## config.mk

```make
export PLATFORM = sky130hd
export DESIGN_NAME = stage_wb_queue
export DESIGN_NICKNAME = d
export VERILOG_FILES = /design/src/rtl/stage_wb_queue.sv
export SDC_FILE = /design/constraint.sdc
export NUM_CORES = 1
export LEC_CHECK = 0
export CAP_MARGIN = 20
export CORE_MARGIN = 1
export CORE_UTILIZATION = 50
export DETAILED_ROUTE_END_ITERATION = 10
export PLACE_DENSITY = 0.85
export SLEW_MARGIN = 20
export SYNTH_ARGS = -nofsm -noshare
export SYNTH_HDL_FRONTEND = slang
export SYNTH_SLANG_ARGS = --single-unit
```

## constraint.sdc

```tcl
create_clock -name clk_in -period 3.9 [get_ports clk_in]
set_input_delay 0.39 -clock clk_in [delete_from_list [all_inputs] [get_ports clk_in]]
set_output_delay 0.39 -clock clk_in [all_outputs]
set_load 0.05 [all_outputs]
```

## src/rtl/stage_wb_queue.sv

```systemverilog
// stage_wb_queue: in-order writeback FIFO (in_* request side, rd_*_o registered write port, fwd_* youngest-match forwarding, count_o occupancy)
module stage_wb_queue #(
  parameter int DATA_W = 32,
  parameter int ADDR_W = 5,
  parameter int DEPTH  = 4
) (
  input  logic                         clk_in,
  input  logic                         rst_in,
  input  logic                         rdy_in,
  input  logic                         in_valid_i,
  output logic                         in_ready_o,
  input  logic [ADDR_W-1:0]            rd_addr_i,
  input  logic                         rd_write_i,
  input  logic [DATA_W-1:0]            rd_data_i,
  input  logic                         wr_ready_i,
  output logic [ADDR_W-1:0]            rd_addr_o,
  output logic                         rd_write_o,
  output logic [DATA_W-1:0]            rd_data_o,
  input  logic [ADDR_W-1:0]            fwd_addr_i,
  output logic                         fwd_hit_o,
  output logic [DATA_W-1:0]            fwd_data_o,
  output logic [$clog2(DEPTH+1)-1:0]   count_o
);
  localparam int PW = $clog2(DEPTH);
  localparam int CW = $clog2(DEPTH+1);
  logic [ADDR_W-1:0] addr_q [DEPTH];
  logic [DATA_W-1:0] data_q [DEPTH];
  logic [PW-1:0] head, tail, idx;
  logic [CW-1:0] count;
  logic push, pop;
  assign count_o    = count;
  assign in_ready_o = (count < CW'(DEPTH)) && rdy_in && !rst_in;
  assign push       = in_valid_i && in_ready_o && rd_write_i && (rd_addr_i != '0);
  assign pop        = rdy_in && wr_ready_i && (count != '0);
  always_ff @(posedge clk_in) begin
    if (push) begin
      addr_q[tail] <= rd_addr_i;
      data_q[tail] <= rd_data_i;
    end
  end
  always_ff @(posedge clk_in) begin
    if (rst_in) begin
      head       <= '0;
      tail       <= '0;
      count      <= '0;
      rd_write_o <= 1'b0;
      rd_addr_o  <= '0;
      rd_data_o  <= '0;
    end else begin
      rd_write_o <= pop;
      count      <= count + CW'(push) - CW'(pop);
      if (push) tail <= tail + PW'(1);
      if (pop) begin
        head      <= head + PW'(1);
        rd_addr_o <= addr_q[head];
        rd_data_o <= data_q[head];
      end
    end
  end
  // Scan oldest to youngest so the youngest matching entry wins; the output register sits below all entries.
  always_comb begin
    fwd_hit_o  = 1'b0;
    fwd_data_o = '0;
    idx        = '0;
    if (!rst_in && fwd_addr_i != '0) begin
      if (rd_write_o && rd_addr_o == fwd_addr_i) begin
        fwd_hit_o  = 1'b1;
        fwd_data_o = rd_data_o;
      end
      for (int i = DEPTH-1; i >= 0; i--) begin
        idx = tail - PW'(i) - PW'(1);
        if (CW'(i) < count && addr_q[idx] == fwd_addr_i) begin
          fwd_hit_o  = 1'b1;
          fwd_data_o = data_q[idx];
        end
      end
    end
  end
endmodule
```

* Yosys cells after proc, flatten, opt, wreduce, memory -nomap -nowiden
Memory sizes are Yosys's and may differ from the RTL's. A register that Yosys moved wholly into a read port is not among the register bits.
Cells that the tools add are included.
** Storage, ports and cells
- Bits in registers :: 8
- Latch bits :: 0
- RAM bits :: 148
- Memory bits (read-only) :: 0
- Bits of input ports :: 48
- Output and inout port bits :: 75
- Word-level logic and storage cells :: 57
- Memories :: 2
** Memory list
- data_q :: depth 4, bits a word 32, rd ports 5, clocked after Yosys merged registers in 1, wr ports 1, RTL line 27 : logic [DATA_W-1:0] data_q [DEPTH];
- addr_q :: depth 4, bits a word 5, rd ports 5, clocked after Yosys merged registers in 1, wr ports 1, RTL line 26 : logic [ADDR_W-1:0] addr_q [DEPTH];
** Operators by class
- $add $sub $neg :: 10
- Multiply operators :: 0
- Divide/modulo/power cells :: 0
- $lt $le $gt $ge :: 5
- Equality and inequality tests :: 5
- Shifts and indexed selects :: 0
- Mux-type cells :: 14
- Bitwise gates (word level) :: 0
- Reductions and logical operators :: 17
** Operators with widths (count)
- two-way mux 32 bit :: 6
- equality test 5 bit :: 5
- logical AND 1 bit :: 13
- nonzero test 5 bit :: 2
- two-way mux 1 bit :: 8
- subtractor 2 x 1 -> 2 bit (second input constant) :: 4
- < comparator 1 x 3 -> 1 bit (first input constant) :: 2
- < comparator 2 x 3 -> 1 bit (first input constant) :: 2
- adder 2 x 1 -> 2 bit (second input constant) :: 2
- subtractor 2 bit (second input constant) :: 2
- adder 3 x 1 -> 3 bit :: 1
- < comparator 3 bit (second input constant) :: 1
- nonzero test 3 bit :: 1
- subtractor 3 x 1 -> 3 bit :: 1
- zero test 1 bit :: 1

* Logic depth before layout (Yosys ltp)
Gate-level depths: netlist (run 1).
An unclocked memory read counts as a cell.
- Depth after elaboration :: 10
- Gate-level depth with buffers :: 18
- Depth with buffers taken out :: 10

* Worst setup path before layout (run 1)
No wires, ideal clock.
- Path type :: register -> output
- Start point :: reg tail[0]
- End point :: out fwd_data_o[0]
- Data arrival time :: 4422 ps
- Required time :: 3510 ps
- Setup slack :: -912 ps
- Stages on the path, launching flop included :: 18
- Path buffers :: 8
- Path through :: dfxtp_1 > buf_6 > buf_6 > buf_6 > buf_4 > buf_2 > buf_1 > inv_1 > ha_1 > buf_2 > mux4_2 > xor2_1 > nor4_1 > o21ai_1 > nor2b_2 > buf_2 > a21oi_1 > a21oi_1
** Between the ends
- Longest elaborated chain between the ends :: 10
- Elaborated cells between the ends (all ways) :: 21
- Those cells by class :: add/sub (6); eq/ne (4); mux (5); reduce/logical (4); memory (2)
** RTL lines
- start, declared :: RTL line 28 : logic [PW-1:0] head, tail, idx;
- start signal, assigned :: RTL line 52 : if (push) tail <= tail + PW'(1);
- subtractor 2 bit :: RTL line 71 : idx = tail - PW'(i) - PW'(1);
- subtractor 2 x 1 -> 2 bit :: RTL line 71
- memory read (4 x 5 bit)
- equality test 5 bit :: RTL line 72 : if (CW'(i) < count && addr_q[idx] == fwd_addr_i) begin
- logical AND 1 bit :: RTL line 72
- two-way mux 32 bit (3 in a row) :: RTL line 72
- two-way mux 32 bit (*) :: RTL line 72
- two-way mux 32 bit (*) :: RTL line 65 : if (!rst_in && fwd_addr_i != '0) begin
- end, declared :: RTL line 21 : output logic [DATA_W-1:0] fwd_data_o,
Every way passes the cells marked *; elsewhere a longest branch is shown, timed or not.

* Worst setup path after layout (run 1)
- Start point :: reg tail[1]
- End point :: out fwd_data_o[10]
Same word-level chain as after synthesis.

==> flow_summary_export.csv, run 1 <==
group,metric,value,unit
status,status,"complete, no violations",
layout,multi_input_area,0.00694,mm2
timing,final-max-slew-violation-count,0,
layout,drive_above_1_share,34.5,%
logic_synthesis,async_reset_ff_share,0,%
grt,grt_pass1_wl,48700,um
logic_synthesis,yosys.area_share.xor_xnor,2.28,%
power_and_ir_drop,p_int,3.64,mW
logic_synthesis,number_of_enable_flip_flop_cells_after_synthesis,148,
logic_synthesis,synth_top_family_by_area,"multiplexers",
detailed_routing,route.antenna.remaining_nets,0,
clocking,clock-sinks,193,
die,floorplan.initialDensity,51.7,%
layout,reg_area,0.00535,mm2
place,pre_cts_ws,0.177,ns
critical_path,crit_fanout,17,
critical_path,timing.critical_path.from_type,"register",
clocking,cts_buffers,17,
place,routabilityCongestion,0.826,
detailed_routing,finalWirelength,32300,um
clocking,cts.path.max_buffers,2,
timing,hold_violations,0,
grt,grt-ovfl-total,0,
timing,holdWs,0.480,ns
clocking,ctsRootBufferMaster,"sky130_fd_sc_hd__clkbuf_16",
die,die_h,159,um
grt,use_met1,34.5,%
grt,first_global_vias,8644,
clocking,clock_network_latency_to_the_later_pin_of_the_worst_skew_pair,0.45,ns
layout,final_core_util,64.7,%
power_and_ir_drop,sw_frac_of_total,29.3,%
die,floorplan.io_pins,123,
grt,grt_use_met3,5.28,%
timing,slew_headroom,29.4,%
logic_synthesis,syn-cell-area,0.0123,mm2
timing,worst-slew-pin-transition,1.06,ns
grt,gr-usage-met2,43.3,%
logic_synthesis,yosys_warnings,0,
die,floorplan.die_area,0.0252,mm2
timing,layout_min_cycle_time,3.81,ns
grt,grt_antenna_before_repair,1,
layout,layout.nets,1024,
timing,totalNegativeSetupSlack,0,ns
clocking,htree_levels,4,
place,portBuffers,122,
detailed_routing,drt_initial_violations,994,
logic_synthesis,synth_unique_cells,39,
timing,setup_ws,0.0949,ns
place,place.detailed.hpwl,19300,um
die,floorplan.rows,56,
detailed_routing,via_to_cell_ratio,6.75,
grt,grt_max_degree,132,
logic_synthesis,number_of_instances_in_the_synthesized_netlist,870,
die,placeableCoreArea,0.0238,mm2
grt,grt.total_usage,26.4,%
logic_synthesis,yosys_most_used_dff,"sky130_fd_sc_hd__edfxtp_1",
layout,syn2layout_area_growth,25.2,%
logic_synthesis,synthesis.nets,927,
detailed_routing,via_count,8774,
clocking,tritoncts,"built",
critical_path,setup.worst_path.end_class,"primary output",
power_and_ir_drop,total_power,5.15,mW
logic_synthesis,avg_synthesized_cell_area,14.1,um2
power_and_ir_drop,relative_contribution_of_combinational_cells_to_total_power,21.9,%
die,die_width,159,um
critical_path,path_class,"register to primary output",
layout,number_of_fill_cells,1600,
timing,timing.final.setup_violations,0,
hold_path,holdCritPathClass,"register to register",
logic_synthesis,ys_seq_area_share,43.6,%
logic_synthesis,synth.mux.area_fraction,33.7,%
timing,final.period_utilization,97.6,%
logic_synthesis,post_synth_fa_ha_maj_area_fraction,0.979,%
power_and_ir_drop,power_density,335,mW/mm2
detailed_routing,drtPass1Iterations,5,
critical_path,worst_ep_arrival_time,3.42,ns
detailed_routing,route.detailed.wl_per_inst,24.8,um
detailed_routing,post-route-drc-count,0,
job,maxCapViolCount,0,
logic_synthesis,post_synthesis_compound_gate_area_fraction,7.29,%
timing,clock.fmax,0.263,GHz
grt,top_usage_layer,"met2",
power_and_ir_drop,net-switching-power,1.51,mW
power_and_ir_drop,irDropWorstVdd,0.257,mV
power_and_ir_drop,clock_power_share,32.2,%
logic_synthesis,ffs_latches_synth,193,
clocking,clk_pin_slew_worst_paths,0.07,ns
power_and_ir_drop,total_leakage_power,4.45,nW
timing,fin_worst_skew,0.0184,ns
power_and_ir_drop,seqPwrFrac,45.9,%
critical_path,critical_path_required,3.51,ns
logic_synthesis,synthSimpleGateAreaFrac,8.48,%
## worst paths after layout
| kind | startpoint | to | slack, ns | depth (start not counted) |
|---|---|---|---|---|
| worst max-delay path | tail[1] | fwd_data_o[10] | 0.09 | 13 |
| worst max register to register | count_o[2] | count_o[2] | 1.33 | 10 |
| worst min-delay path | rd_data_o[9] | rd_data_o[9] | 0.48 | 2 |
| worst min register to register | rd_data_o[9] | rd_data_o[9] | 0.48 | 2 |
## per-stage QoR
stage	area, um2	cells
finish	15400	1300
global route	15400	1300
CTS	15200	1287
detailed placement	14600	1254
global placement	14600	1254
floorplan	12700	870
## cells in the final DEF, fill, tap and decap left out, types with 21 or more instances in the layout
| cell type | Yosys | final |
|---|---|---|
| sky130_fd_sc_hd__mux4_2 | 178 | 178 |
| sky130_fd_sc_hd__edfxtp_1 | 148 | 148 |
| sky130_fd_sc_hd__clkdlybuf4s50_1 | 0 | 88 |
| sky130_fd_sc_hd__nand2_1 | 76 | 76 |
| sky130_fd_sc_hd__a21oi_1 | 104 | 71 |
| sky130_fd_sc_hd__buf_12 | 0 | 44 |
| sky130_fd_sc_hd__dfxtp_1 | 45 | 41 |
| sky130_fd_sc_hd__nand3_1 | 33 | 33 |
| sky130_fd_sc_hd__a21oi_4 | 0 | 33 |
| sky130_fd_sc_hd__nor2b_1 | 33 | 33 |
| sky130_fd_sc_hd__a221o_1 | 31 | 31 |
| sky130_fd_sc_hd__nand2b_1 | 31 | 31 |
| sky130_fd_sc_hd__buf_4 | 4 | 24 |
| sky130_fd_sc_hd__clkbuf_16 | 0 | 21 |
## flip-flops by register name (all words and copies together) (netlist names)
signal and cells:
count_o 3, rd_data_o 32, data_q 128, rd_addr_o 5, tail 2, addr_q 20, rd_write_o 1, head 2
## layer usage
metal	share of wire [%]	up-vias
met3	9.5	75
met4	2.6	0
li1	-	3705
met5	0	-
met1	37	4506
met2	51	488
## synthesized netlist by cell type (2+ instances only)
master / n / area share [%]
sky130_fd_sc_hd__a21oi_1: 104 / 4.2
sky130_fd_sc_hd__a221o_1: 31 / 2.5
sky130_fd_sc_hd__and2_1: 6 / 0.31
sky130_fd_sc_hd__buf_1: 7 / 0.21
sky130_fd_sc_hd__buf_2: 27 / 1.1
sky130_fd_sc_hd__buf_4: 4 / 0.24
sky130_fd_sc_hd__buf_6: 5 / 0.46
sky130_fd_sc_hd__clkbuf_1: 43 / 1.3
sky130_fd_sc_hd__dfxtp_1: 45 / 7.3
sky130_fd_sc_hd__edfxtp_1: 148 / 36
sky130_fd_sc_hd__ha_1: 8 / 0.82
sky130_fd_sc_hd__inv_1: 11 / 0.34
sky130_fd_sc_hd__mux2i_1: 13 / 1.1
sky130_fd_sc_hd__mux4_2: 178 / 33
sky130_fd_sc_hd__nand2_1: 76 / 2.3
sky130_fd_sc_hd__nand2b_1: 31 / 1.6
sky130_fd_sc_hd__nand3_1: 33 / 1.3
sky130_fd_sc_hd__nor2_1: 11 / 0.34
sky130_fd_sc_hd__nor2b_1: 33 / 1.7
sky130_fd_sc_hd__nor3_1: 4 / 0.16
sky130_fd_sc_hd__nor3b_1: 3 / 0.18
sky130_fd_sc_hd__nor4_1: 2 / 0.10
sky130_fd_sc_hd__xnor2_1: 15 / 1.1
sky130_fd_sc_hd__xor2_1: 17 / 1.2
## critical path, cell delays in order (launching register included)
cell and delay, ns:
sky130_fd_sc_hd__dfxtp_2 0.35, sky130_fd_sc_hd__inv_1 0.09, sky130_fd_sc_hd__ha_4 0.34, sky130_fd_sc_hd__buf_12 0.19
sky130_fd_sc_hd__mux4_2 0.52, sky130_fd_sc_hd__xnor2_1 0.17, sky130_fd_sc_hd__nand4_1 0.16, sky130_fd_sc_hd__a21oi_4 0.17
sky130_fd_sc_hd__buf_12 0.15, sky130_fd_sc_hd__buf_12 0.16, sky130_fd_sc_hd__a221o_1 0.13, sky130_fd_sc_hd__nand3_1 0.13
sky130_fd_sc_hd__a21oi_4 0.23, sky130_fd_sc_hd__buf_12 0.16
## cell type report
| class | count | area share [%] |
|---|---|---|
| flip-flops and latches | 193 | 34.8 |
| well taps | 319 | 2.60 |
| diodes | 1 | 0.0163 |
| multi-input cells | 581 | 45.2 |
| inverters | 11 | 0.269 |
| repair buffers | 163 | 13.5 |
| clock buffers | 21 | 3.07 |
| clock inverters | 11 | 0.505 |
## power by group through the flow
stage / combinational (mW) / sequential, mW / clock, mW
2_1_floorplan: 0.616 / 2.52 / 0
3_3_place_gp: 1.08 / 2.41 / 0
3_5_place_dp: 1.10 / 2.41 / 0
4_1_cts: 1.11 / 2.37 / 1.67
5_1_grt: 1.19 / 2.37 / 1.75
6_report: 1.13 / 2.37 / 1.66
## kinds of logic (layout without fill, tap and decap cells)
family,count (synthesis),count (layout)
xor+xnor,32,32
simple gates,206,207
flops,193,193
compound gates,142,142
buf+inv,97,206
fa+ha+maj,9,9
other cells,0,1
mux,191,191
## what timing repair did
item,in CTS,in global routing
hold endpoints to repair,0,0
pin swaps,0,4
hold buffers,0,0
setup endpoints to repair,33,31
gates resized for setup,8,6
setup buffers,0,7
cloned,1,4
Note: power is estimated with default switching activity, not from simulation.
==> inputs of run 2 (changes only) <==
--- a/config.mk
+++ b/config.mk
@@ -5,8 +5,9 @@
 export SDC_FILE = /design/constraint.sdc
 export NUM_CORES = 1
 export LEC_CHECK = 0
-export CAP_MARGIN = 20
-export CORE_MARGIN = 1
+export CAP_MARGIN = 25
+export CORE_ASPECT_RATIO = 1.25
+export CORE_MARGIN = 5
 export CORE_UTILIZATION = 50
 export DETAILED_ROUTE_END_ITERATION = 10
 export PLACE_DENSITY = 0.85
==> run 2 against run 1 <==
Compared with the run above: final area shrank 0.50%; worst hold slack worse by 0.0037 ns; sequential power is essentially flat; largest power group unchanged.
==> flow_summary_export.csv, run 2 (synthesis gave the netlist of run 1 again) <==
group,metric,value,unit
timing,clock.fmax,0.261,GHz
power_and_ir_drop,net-switching-power,1.60,mW
grt,grt.total_usage,24.5,%
layout,max_flop_register,"data_q",
timing,setup_ws,0.0650,ns
clocking,clock-sinks,193,
detailed_routing,post-route-drc-count,0,
timing,fin_worst_skew,0.0103,ns
layout,syn2layout_area_growth,24.6,%
detailed_routing,route.detailed.wl_per_inst,25.4,um
timing,layout_min_cycle_time,3.84,ns
clocking,clk_pin_slew_worst_paths,0.07,ns
power_and_ir_drop,irDropWorstVdd,0.324,mV
layout,reg.largest.list,"data_q: 128 flops, rd_data_o: 32 flops, addr_q: 20 flops",
timing,final.period_utilization,98.3,%
detailed_routing,via_to_cell_ratio,6.74,
die,die_h,185,um
power_and_ir_drop,p_int,3.68,mW
timing,hold_violations,0,
status,status,"complete, no violations",
clocking,cts.path.max_buffers,2,
die,floorplan.initialDensity,50.4,%
layout,antenna_fix_cells,0,
critical_path,crit_fanout,20,
timing,totalNegativeSetupSlack,0,ns
die,floorplan.die_area,0.0278,mm2
detailed_routing,finalWirelength,33200,um
grt,grt_antenna_before_repair,1,
critical_path,timing.critical_path.from_type,"register",
place,pre_cts_ws,0.286,ns
critical_path,worst_ep_arrival_time,3.45,ns
layout,largest_register_ff_count,128,
clocking,cts-hold-fix-buffers,0,
critical_path,path_class,"register to primary output",
die,die_width,150,um
clocking,tritoncts,"built",
place,routabilityCongestion,0.847,
grt,grt_max_degree,128,
critical_path,critical_path_required,3.51,ns
layout,final-instance-count-excl-fill,1307,
power_and_ir_drop,relative_contribution_of_combinational_cells_to_total_power,21.3,%
place,post-place-cells,1270,
die,floorplan.io_pins,123,
timing,holdWs,0.476,ns
hold_path,holdCritPathClass,"register to register",
critical_path,rrSetupSlack,1.28,ns
die,floorplan.rows,64,
timing,timing.final.setup_violations,0,
power_and_ir_drop,sw_frac_of_total,30.3,%
job,maxCapViolCount,0,
layout,mostFrequentLayoutCells,"sky130_fd_sc_hd__mux4_2, sky130_fd_sc_hd__edfxtp_1, sky130_fd_sc_hd__clkdlybuf4s50_1",
power_and_ir_drop,seqPwrFrac,44.8,%
power_and_ir_drop,power_density,346,mW/mm2
timing,worst-slew-pin-transition,1.05,ns
clocking,cts_buffers,17,
detailed_routing,drt_initial_violations,866,
detailed_routing,route.antenna.remaining_nets,0,
layout,final_core_util,62.8,%
timing,grt_setup_unrepaired,"yes",
grt,grt-ovfl-total,0,
detailed_routing,via_count,8812,
layout,commonest_non_fill_non_tap_cell_in_the_layout,"sky130_fd_sc_hd__mux4_2",
clocking,htree_levels,4,
power_and_ir_drop,clock_power_share,33.9,%
layout,drive_above_1_share,34.6,%
grt,first_global_vias,9103,
timing,final-max-slew-violation-count,0,
clocking,ctsRootBufferMaster,"sky130_fd_sc_hd__clkbuf_16",
detailed_routing,drtPass1Iterations,8,
critical_path,setup.worst_path.end_class,"primary output",
place,place.detailed.hpwl,20700,um
layout,layout.nets,1021,
grt,grt_pass1_wl,51600,um
place,portBuffers,122,
power_and_ir_drop,total_leakage_power,4.41,nW
die,placeableCoreArea,0.0243,mm2
timing,slew_headroom,29.8,%
clocking,clock_network_latency_to_the_later_pin_of_the_worst_skew_pair,0.44,ns
-- run 2: cell types whose count changed in the layout (fill, tap and decap cells not counted), sizes merged --
| cell | previous run | this run |
|---|---|---|
| clkbuf | 24 | 17 |
| inv | 15 | 19 |
| buf | 71 | 73 |
| and2 | 7 | 6 |
| bufbuf | 1 | 0 |
| bufinv | 0 | 1 |
| clkinv | 7 | 6 |
| diode | 1 | 0 |
-- run 2: worst paths after layout --
check,startpoint,end,depth (start not counted)
worst max-delay path,tail[0],fwd_data_o[28],11
worst min-delay path,rd_data_o[30],rd_data_o[30],2
worst max register to register,tail[0],data_q[1][13],5
worst min register to register,rd_data_o[30],rd_data_o[30],2
-- run 2: per-stage QoR --
stage | total power [mW] | cell area [um2]
global route | 5.48 | 15300
floorplan | 3.14 | 12700
detailed placement | 3.52 | 14600
CTS | 5.29 | 15200
global placement | 3.50 | 14600
finish | 5.28 | 15300
-- run 2: area by class of cell --
type	instances	area, um2
clock buffer	17	425
fill	1696	9050
timing repair buffer	161	1930
clock inverter	15	190
tap	330	413
inverter	11	41.3
multi-input combinational	580	6930
sequential	193	5360
-- run 2: worst max-delay path, cell delays in order, from the launching register on --
cell                      delay (ns)
sky130_fd_sc_hd__dfxtp_4        0.37
sky130_fd_sc_hd__inv_1          0.09
sky130_fd_sc_hd__ha_4           0.37
sky130_fd_sc_hd__mux4_2         0.55
sky130_fd_sc_hd__xor2_1         0.19
sky130_fd_sc_hd__nor4_2         0.32
sky130_fd_sc_hd__o21ai_2        0.18
sky130_fd_sc_hd__nor2b_4        0.15
sky130_fd_sc_hd__buf_6          0.27
sky130_fd_sc_hd__a21oi_1        0.15
sky130_fd_sc_hd__a21oi_4        0.21
sky130_fd_sc_hd__buf_12         0.16
-- run 2: power by group through the flow --
stage	Combinational, mW	Clock, mW	Sequential, mW
2_1_floorplan	0.616	0	2.52
3_3_place_gp	1.09	0	2.41
3_5_place_dp	1.11	0	2.41
4_1_cts	1.12	1.81	2.37
5_1_grt	1.19	1.92	2.38
6_report	1.12	1.79	2.37
-- run 2: routing by layer --
metal / vias to the layer above / routed length [um] / track usage (%)
met5: - / 13 / 0
met4: 2 / 1730 / 13.3
met3: 121 / 2860 / 4.55
met2: 553 / 17200 / 41.5
met1: 4421 / 11400 / 29.7
li1: 3715 / - / -
-- run 2: timing repair --
action                                  CTS  global route
pin swaps                                 0             1
resized for setup                         8             3
endpoints found under the setup margin   32            28
setup buffers                             0             5
==> inputs of run 3 (changes only) <==
--- a/config.mk
+++ b/config.mk
@@ -11,6 +11,7 @@
 export CORE_UTILIZATION = 50
 export DETAILED_ROUTE_END_ITERATION = 10
 export PLACE_DENSITY = 0.85
+export SETUP_SLACK_MARGIN = 0.2
 export SLEW_MARGIN = 20
 export SYNTH_ARGS = -nofsm -noshare
 export SYNTH_HDL_FRONTEND = slang
==> run 3 against run 2 <==
Compared with the run above: sequential power about the same; total power down 1.2%; via count up 4.6%; critical path depth up 3; final area up 5.5%; sequential share of layout area down 1.8 points; combinational power up 6%; core utilization up 3.5 points; sequential cell count unchanged; non-clock buffer count up 37; largest power group unchanged; highest routed layer unchanged.
==> flow_summary_export.csv, run 3 (synthesis gave the netlist of run 1 again) <==
group,metric,value,unit
timing,final-max-slew-violation-count,0,
critical_path,crit_fanout,8,
clocking,cts-hold-fix-buffers,0,
die,placeableCoreArea,0.0243,mm2
detailed_routing,drt_initial_violations,1294,
critical_path,regToRegStartpoint,"count_o[2]",
critical_path,critical_path_required,3.51,ns
layout,max_flop_register,"data_q",
timing,layout_min_cycle_time,3.78,ns
power_and_ir_drop,total_power,5.22,mW
die,floorplan.die_area,0.0278,mm2
grt,first_global_vias,8993,
grt,grt_pass1_wl,51400,um
critical_path,critical-path-slowest-cell,"sky130_fd_sc_hd__dfxtp_4",
clocking,clock-sinks,193,
die,floorplan.io_pins,123,
layout,commonest_non_fill_non_tap_cell_in_the_layout,"sky130_fd_sc_hd__mux4_2",
critical_path,worst_r2r_endpoint,"count_o[2]",
hold_path,holdCritPathClass,"register to register",
die,floorplan.initialDensity,50.4,%
layout,drive_above_1_share,42.3,%
detailed_routing,finalWirelength,35400,um
detailed_routing,post-route-drc-count,0,
grt,grt_antenna_before_repair,1,
status,status,"complete, no violations",
timing,fin_worst_skew,0.0101,ns
detailed_routing,via_count,9220,
layout,syn2layout_area_growth,31.4,%
layout,reg.largest.list,"data_q: 128 flops, rd_data_o: 32 flops, addr_q: 20 flops",
critical_path,reg2reg_depth,10,
critical_path,timing.critical_path.from,"tail[0]",
die,floorplan.rows,64,
power_and_ir_drop,power_density,324,mW/mm2
detailed_routing,route.detailed.wl_per_inst,26.3,um
timing,grt_setup_unrepaired,"yes",
critical_path,endpoint,"fwd_data_o[26]",
layout,layout.nets,1058,
clocking,cts_buffers,17,
critical_path,rrSetupSlack,1.31,ns
timing,holdWs,0.475,ns
die,die_width,150,um
place,place.detailed.hpwl,20600,um
critical_path,setup.worst_path.end_class,"primary output",
critical_path,timing.critical_path.from_type,"register",
critical_path,path_cells,"inv_4 > ha_4 > buf_6 > mux4_2 > xor2_1 > nor4_2 > o21ai_2 > buf_4 > nor2b_4 > buf_12 > buf_4 > a21oi_1 > a21oi_4 > buf_12",
timing,totalNegativeSetupSlack,0,ns
timing,slew_headroom,29.3,%
clocking,clock_network_latency_to_the_later_pin_of_the_worst_skew_pair,0.44,ns
timing,timing.final.setup_violations,0,
critical_path,worst_ep_arrival_time,3.39,ns
critical_path,critical-path-max-stage-delay,0.42,ns
clocking,cts.path.max_buffers,2,
detailed_routing,drtPass1Iterations,5,
critical_path,cp_num_buf_inv,6,
critical_path,path_depth,14,
grt,grt.total_usage,24.4,%
detailed_routing,route.antenna.remaining_nets,0,
timing,worst-slew-pin-transition,1.06,ns
place,post-place-cells,1276,
layout,antenna_fix_cells,0,
critical_path,path_class,"register to primary output",
place,portBuffers,122,
timing,final.period_utilization,97.0,%
layout,mostFrequentLayoutCells,"sky130_fd_sc_hd__mux4_2, sky130_fd_sc_hd__edfxtp_1, sky130_fd_sc_hd__clkdlybuf4s50_1",
clocking,htree_levels,4,
timing,hold_violations,0,
clocking,clk_pin_slew_worst_paths,0.07,ns
layout,final-instance-count-excl-fill,1344,
power_and_ir_drop,irDropWorstVdd,0.342,mV
timing,clock.fmax,0.264,GHz
grt,grt_max_degree,80,
place,routabilityCongestion,0.870,
layout,layout.cell_area.non_filler,0.0161,mm2
power_and_ir_drop,total_leakage_power,4.73,nW
job,maxCapViolCount,0,
place,pre_cts_ws,0.353,ns
layout,largest_register_ff_count,128,
place,place_area,0.0149,mm2
clocking,tritoncts,"built",
detailed_routing,via_to_cell_ratio,6.86,
die,die_h,185,um
layout,final_core_util,66.3,%
grt,grt-ovfl-total,0,
critical_path,cpLargestDelayFamily,"buffers and inverters",
timing,setup_ws,0.116,ns
clocking,ctsRootBufferMaster,"sky130_fd_sc_hd__clkbuf_16",
layout,number_of_fill_cells,1562,
==> run 3: layout make-up <==
| cell class | count | area [um2] | area share, % |
|---|---|---|---|
| sequential | 193 | 5360 | 33.2 |
| multi-input combinational | 580 | 7170 | 44.5 |
| clock buffer | 18 | 439 | 2.72 |
| clock inverter | 14 | 121 | 0.752 |
| timing repair buffer | 198 | 2580 | 16.0 |
| tap | 330 | 413 | 2.56 |
| inverter | 11 | 43.8 | 0.272 |
==> run 3: how the worst min path moves through the flow <==
stage / start / to / slack, ns / depth (start not counted)
after CTS: rd_data_o[16] / rd_data_o[16] / 0.48 / 2
after global routing: rd_data_o[7] / rd_data_o[7] / 0.48 / 2
after detailed placement: rd_data_o[5] / rd_data_o[5] / 0.47 / 2
final: rd_data_o[5] / rd_data_o[5] / 0.47 / 2
after global placement: rd_data_o[8] / rd_data_o[8] / 0.47 / 2
after floorplan: rd_addr_i[0] / addr_q[0][0] / 0.49 / 0
==> run 3: worst min-delay path: stages (launching register included) <==
cell and delay [ns]:
sky130_fd_sc_hd__dfxtp_1 0.32, sky130_fd_sc_hd__nand2_1 0.05, sky130_fd_sc_hd__a21oi_1 0.05
==> run 3: report_power, final <==
group          internal (mW)  switching (mW)  leakage, nW
Combinational          0.526           0.665         2.76
Clock                  0.851           0.804        0.266
Sequential              2.27           0.104         1.70
Total                   3.65            1.57         4.73
==> run 3: what timing repair did <==
item	4_1_cts	5_1_grt
setup buffers	12	15
resized for setup	7	42
setup endpoints to repair	33	32
pin swaps	3	27
gates cloned	3	6
==> run 3: metal layers <==
layer  part of all wire [%]  GRT usage, %  up-vias
li1                       -             -     3778
met1                     33          29.1     4637
met2                     52          42.7      670
met3                    9.6          4.11      133
met4                    5.0          12.2        2
met5                  0.056             0        -
